File: src/rtl/zcycle_timer.sv
// Memory cycle phase generator for the fclk domain: pre_cend/cend strobes, pair select,
// and a turbo request stager that only lets a stable, legal turbo code change at a pair end.
module zcycle_timer #(
  parameter int PHASE_BITS  = 2,
  parameter int TURBO_DWELL = 16,
  parameter bit ALLOW_14    = 1'b0
) (
  input  logic                  fclk,
  input  logic                  rst_n,
  input  logic [1:0]            turbo_in,
  input  logic                  resync,
  output logic [PHASE_BITS-1:0] phase,
  output logic                  pre_cend,
  output logic                  cend,
  output logic                  half_sel,
  output logic [1:0]            turbo,
  output logic                  turbo_chg,
  output logic                  turbo_pend
);

  localparam int CNT_W = (TURBO_DWELL > 0) ? $clog2(TURBO_DWELL + 1) : 1;
  localparam logic [PHASE_BITS-1:0] PH_LAST = '1;
  localparam logic [PHASE_BITS-1:0] PH_PRE  = PH_LAST - PHASE_BITS'(1);
  localparam logic [CNT_W-1:0]      CNT_MAX = CNT_W'(TURBO_DWELL);

  logic [PHASE_BITS-1:0] next_phase;
  logic [1:0]            req;
  logic [1:0]            candidate;
  logic [CNT_W-1:0]      cnt;
  logic                  apply;

  // Strobes are registered from the next-phase decode so they line up exactly with phase.
  always_comb begin
    next_phase = resync ? '0 : phase + PHASE_BITS'(1);
    req        = (!ALLOW_14 && turbo_in[1]) ? 2'b01 : turbo_in;
    turbo_pend = (cnt == CNT_MAX) && (candidate != turbo);
    apply      = cend && half_sel && turbo_pend;
  end

  always_ff @(posedge fclk or negedge rst_n) begin
    if (!rst_n) begin
      phase    <= '0;
      pre_cend <= 1'b0;
      cend     <= 1'b0;
      half_sel <= 1'b0;
    end else begin
      phase    <= next_phase;
      pre_cend <= !resync && (next_phase == PH_PRE);
      cend     <= !resync && (next_phase == PH_LAST);
      if (resync) begin
        half_sel <= 1'b0;
      end else if (cend) begin
        half_sel <= !half_sel;
      end
    end
  end

  // A request must sit unchanged for TURBO_DWELL edges before it may be applied.
  always_ff @(posedge fclk or negedge rst_n) begin
    if (!rst_n) begin
      candidate <= 2'b00;
      cnt       <= '0;
    end else if (req != candidate) begin
      candidate <= req;
      cnt       <= '0;
    end else if (cnt != CNT_MAX) begin
      cnt <= cnt + CNT_W'(1);
    end
  end

  // Applying only at the end of the second cycle keeps turbo constant across a whole pair.
  always_ff @(posedge fclk or negedge rst_n) begin
    if (!rst_n) begin
      turbo     <= 2'b00;
      turbo_chg <= 1'b0;
    end else begin
      turbo_chg <= apply;
      if (apply) begin
        turbo <= candidate;
      end
    end
  end

endmodule

File: config.mk
export PLATFORM = sky130hd
export DESIGN_NAME = zcycle_timer
export DESIGN_NICKNAME = d
export VERILOG_FILES = /design/src/rtl/zcycle_timer.sv
export SDC_FILE = /design/constraint.sdc
export NUM_CORES = 1
export LEC_CHECK = 0
export CAP_MARGIN = 10
export CORE_AREA = 2 2 39 41
export CTS_CLUSTER_SIZE = 40
export DETAILED_ROUTE_END_ITERATION = 6
export DIE_AREA = 0 0 41 43
export PLACE_DENSITY_LB_ADDON = 0.3
export SYNTH_ARGS = -nofsm -noshare
export SYNTH_HDL_FRONTEND = slang
export SYNTH_SLANG_ARGS = --single-unit
export TNS_END_PERCENT = 5
File: constraint.sdc
create_clock -name fclk -period 2.2 [get_ports fclk]
set_input_delay 0.33 -clock fclk [delete_from_list [all_inputs] [get_ports fclk]]
set_output_delay 0.33 -clock fclk [all_outputs]
set_load 0.1 [all_outputs]
==> out/results.ini, run 1 <==
[route]
routedWlPerCell_um=10.6
firstDrtPassIters=1
drc=0
detail-route-antenna-nets=0
wirelength_um=815
num_vias=341
post_drt_via_cell_ratio=4.43
drtIter0Drc=0

[critical_path]
r2r_slack_ps=760
cp_max_fo=5
worstSetupPathType=flip-flop to output pin
crit_path_end=turbo_pend
required_ps=1870
cp.arrival_ps=1570
crit_start=cnt[0]
r2r.worst_path.cells=5
end_kind=output pin
r2r-end=turbo[0]
rr_startpoint=cnt[0]
critPathLaunchType=flip-flop

[logic_synthesis]
yosys_register_bits=13
syn_area_per_cell_um2=12.3
synthTopCellsByArea=dfrtp_1 58%, xnor2_1 6.2%, xor2_1 6.2%
seq_area_frac_synth_pct=57.6
yosysUniqueCellTypes=18
synth_top_area_cell=dfrtp_1
yosysWarnings=0
syn_inst=46
syn-num-nets=53
syn-cell-area_um2=564
synth_top_area_share_pct=57.6

[timing]
final-setup-viol-count=0
worstMarginPinSlew_ps=553
fmax_mhz=528
relSlewSlack_pct=63.0
tns_ps=0
rsz0062_at_grt=false
report.final.hold_viol_count=0
fin_skew_ps=1.62
min_period_over_period_pct=86.2
period_minus_slack_ps=1900
maxSlewViolCount=0

[floorplan]
fp.dieH_um=43
die_w_um=41
dieArea_um2=1760
start_util_pct=40.8
io_pins=14
coreArea_um2=1380
placementRows=14

[power]
powerDensity_nw_per_um2=821
finalPower_mw=0.588
vdd_drop_max_uv=414
p_leak_nw=0.343

[cts]
clk_path_buf_depth=2
cts_tree=built
ctsResizeCount=0
cts_hold_buf=0
clockRootBuffer=clkbuf_4
cts_num_sinks=13
cts_max_level=1
cts-buffers-inserted=3
clkTransAtPathRegs_ps=70
clkLatencyLatePin_ps=260
cts_setup_buffers=0

[place]
dp_hpwl_um=630
gp_congestion=0.732
port_buffers=12

[outcome]
status=completed

[layout]
fin_nets=69
synthToLayoutAreaGrowth_pct=26.8
final_common_cell=dfrtp_1
num_antenna_cells=0
final_cell_mix=13 x dfrtp_1, 7 x nor2_1, 7 x buf_4
final_core_util_pct=51.7
drive_gt1_share_pct=26.2

[global_route]
gr-usage-all-layers_pct=11.9
grt_max_degree=14
first_global_vias=361
antenna_found_initial=0
grt.overflow.total=0
grt_first_pass_wirelength_mm=1.41

[job]
max_cap_violations=0

[min_path]
hold_class=primary input to asynchronous set/reset pin

-- worst max-delay path, stage by stage (launching register included) --
cell	delay, ps
dfrtp_1	400
inv_1	100
ha_1	150
and4bb_4	280
and2_2	190
buf_12	170
-- how the worst min path moves through the flow --
stage	cells after the start	endpoint	slack, ps
global route	1	cnt[3]	470
global placement	1	phase[0]	490
finish	1	cnt[3]	420
detailed placement	1	phase[0]	500
floorplan	0	candidate[0]	30
CTS	1	candidate[0]	430
-- report_power, final --
part           total, mW  switching, mW  internal [mW]
combinational      0.150         0.0965         0.0539
sequential         0.299         0.0308          0.268
clock              0.138         0.0681         0.0701
-- registers in the layout (all words and copies together) (netlist names) --
register,count
cnt,5
half_sel,1
phase,2
turbo_chg,1
turbo,1
pre_cend,1
candidate,1
cend,1
-- through the flow --
step,std cells,area [um2],worst slack (ps),hold WS [ps]
global placement,73,689,599,492
detailed placement,73,689,591,496
global route,77,716,216,467
floorplan,46,564,274,34.4
finish,77,716,305,421
CTS,77,716,283,432
-- kinds of logic (layout without fill, tap and decap cells) --
family	Yosys count	after routing	share of synthesized area [%]
XOR/XNOR	8	8	12.4
adder cells (fa/ha/maj)	2	2	4.43
buffers and inverters	3	18	2.66
flip-flops	13	13	57.6
multiplexers	2	2	4.43
other	1	1	0.665
AND/OR/NAND/NOR	17	17	17.7
-- per-layer routing --
| layer | track usage [%] | routed length [um] |
|---|---|---|
| met1 | 18.2 | 398 |
| met5 | 0 | 0 |
| met2 | 16.3 | 373 |
| met4 | 6.00 | 0 |
| met3 | 1.57 | 43 |
-- final cells by class --
class	instances	area, um2
fillers	117	668
flip-flops and latches	13	325
multi-input cells	30	224
repair buffers	12	113
clock buffers	4	26.3
well taps	16	20.0
inverters	2	7.51
-- Yosys cell counts, drive strengths merged --
cell	number
nor2	7
and4bb	1
xnor2	4
mux2i	1
or2	1
mux2	1
and2	3
conb	1
nor3	1
ha	2
xor2	4
and3	1
inv	2
dfrtp	13
nand3	3
buf	1
Note: power is estimated with default switching activity, not from simulation.
==> inputs of run 2 (changes only) <==
--- a/config.mk
+++ b/config.mk
@@ -10,7 +10,7 @@
 export CTS_CLUSTER_SIZE = 40
 export DETAILED_ROUTE_END_ITERATION = 6
 export DIE_AREA = 0 0 41 43
-export PLACE_DENSITY_LB_ADDON = 0.3
+export PLACE_DENSITY = 0.7
 export SYNTH_ARGS = -nofsm -noshare
 export SYNTH_HDL_FRONTEND = slang
 export SYNTH_SLANG_ARGS = --single-unit
==> out/results.ini, run 2 (same netlist as run 1, synthesis figures left out) <==
[outcome]
status=completed

[min_path]
hold_class=primary input to asynchronous set/reset pin

[global_route]
gr-usage-all-layers_pct=14.0  ; +2.1 points
grt.overflow.total=0  ; unchanged
antenna_found_initial=0  ; unchanged
grt_max_degree=14  ; unchanged
grt_first_pass_wirelength_mm=1.54  ; +9.3%
first_global_vias=341  ; -5.5%

[timing]
rsz0062_at_grt=false
period_minus_slack_ps=1890  ; -0.920 ps
min_period_over_period_pct=86.1  ; about the same
relSlewSlack_pct=60.9  ; -2.1 points
worstMarginPinSlew_ps=584  ; +30.9 ps
final-setup-viol-count=0  ; unchanged
fmax_mhz=528  ; about the same
tns_ps=0  ; unchanged
fin_ws_ps=305  ; +0.920 ps
maxSlewViolCount=0  ; unchanged
report.final.hold_viol_count=0  ; unchanged
fin_skew_ps=4.14  ; +2.52 ps

[floorplan]
coreArea_um2=1380  ; unchanged
die_w_um=41  ; unchanged
fp.dieH_um=43  ; unchanged
placementRows=14  ; unchanged
start_util_pct=40.8  ; unchanged
dieArea_um2=1760  ; unchanged
io_pins=14  ; unchanged

[critical_path]
worstSetupPathType=flip-flop to output pin
cpPeakStageDelay_ps=400  ; about the same
critPathSlowestCell=dfrtp_1
r2r_slack_ps=770  ; about the same
cp.arrival_ps=1560  ; about the same
r2r-end=turbo[0]
crit_chain=inv_1 -> ha_1 -> and4bb_4 -> and2_2 -> buf_12
rr_startpoint=cnt[0]
r2r.worst_path.cells=5  ; unchanged
required_ps=1870  ; about the same
critPathLaunchType=flip-flop
cp_max_fo=5  ; unchanged
end_kind=output pin

[power]
p_comb_share_pct=25.8  ; +0.2 points
p_int_mw=0.393  ; +0.16%
swShare_pct=33.6  ; +0.38 points
powerDensity_nw_per_um2=827  ; +0.73%
switchingPower_mw=0.199  ; +1.9%
pwr-share-seq_pct=50.5  ; -0.4 points
p_clk_share_pct=23.7  ; +0.2 points
p_leak_nw=0.343  ; unchanged
vdd_drop_max_uv=523  ; +27%

[cts]
clkLatencyLatePin_ps=270  ; about the same
ctsResizeCount=0  ; unchanged
clkTransAtPathRegs_ps=70  ; about the same
cts_tree=built
cts_hold_buf=0  ; unchanged
cts_setup_buffers=0  ; unchanged
cts_num_sinks=13  ; unchanged
clockRootBuffer=clkbuf_4
cts-buffers-inserted=3  ; unchanged
clk_path_buf_depth=2  ; unchanged
cts_max_level=1  ; unchanged

[route]
detail-route-antenna-nets=0  ; unchanged
num_vias=355  ; +4.1%
drtIter0Drc=4  ; +4
post_drt_via_cell_ratio=4.61  ; +4.1%
drc=0  ; unchanged
firstDrtPassIters=4  ; +3
routedWlPerCell_um=12.1  ; +14%
wirelength_um=930  ; +14%

[layout]
final_common_cell=dfrtp_1
drive_gt1_share_pct=26.2  ; unchanged
synthToLayoutAreaGrowth_pct=26.8  ; unchanged
final_cell_mix=13 x dfrtp_1, 7 x nor2_1, 7 x buf_4
largest_register_ffs=5  ; unchanged
fillers=132  ; +13%
multi_input_area_um2=224  ; unchanged
seqCellArea_um2=325  ; unchanged
top_register=cnt
stdcell_count=77  ; unchanged
fin_nets=69  ; unchanged
largestRegisters=cnt (5), phase (2)
num_antenna_cells=0  ; unchanged

[place]
port_buffers=12  ; unchanged
dpl_worst_slack_ps=592  ; +0.814 ps
dp_hpwl_um=725  ; +15%
gp_congestion=0.678  ; -7.4%
dp.cells=73  ; unchanged

[job]
max_cap_violations=0  ; unchanged

[run 2: layer usage]
layer,routed length (um),GRT usage [%],vias to the layer above,part of all wire (%)
met3,54,4.71,4,5.8
met2,423,19.4,12,45
met5,0,0,-,0
met1,416,17.5,166,45
li1,-,-,173,-
met4,35,10.0,0,3.8
[run 2: metrics by stage]
stage	area [um2]	power, mW	utilization (%)	hold slack [ps]
after floorplan	564	0.416	-	34.4
after global placement	689	0.454	49.8	496
after detailed placement	689	0.457	49.8	502
after CTS	716	0.600	51.7	437
after global routing	716	0.631	51.7	462
final	716	0.592	51.7	427
[run 2: worst max-delay path: cells and delay by family, from the launching register on]
kind	cells	cell delay (ps)
and+or+nand+nor	2	470
buffers and inverters	2	260
DFF	1	400
adders and majority gates	1	160
[run 2: worst max-delay path by stage]
| stage | start | endpoint |
|---|---|---|
| after floorplan | turbo[0] | turbo_pend |
| after global placement | cnt[0] | turbo_pend |
| after detailed placement | cnt[0] | turbo_pend |
| after CTS | cnt[0] | turbo_pend |
| after global routing | cnt[0] | turbo_pend |
| final | cnt[0] | turbo_pend |
[run 2: final cells by class]
class                   instances  area share, %
clock buffers                   4           3.67
inverters                       2           1.05
multi-input cells              30           31.3
flip-flops and latches         13           45.5
well taps                      16           2.80
repair buffers                 12           15.7
[run 2: power by group through the flow]
stage	Clock, mW	Combinational, mW	Sequential (mW)
floorplan	0	0.0727	0.343
global placement	0	0.152	0.302
detailed placement	0	0.154	0.303
CTS	0.147	0.155	0.299
global route	0.162	0.166	0.303
finish	0.140	0.153	0.299
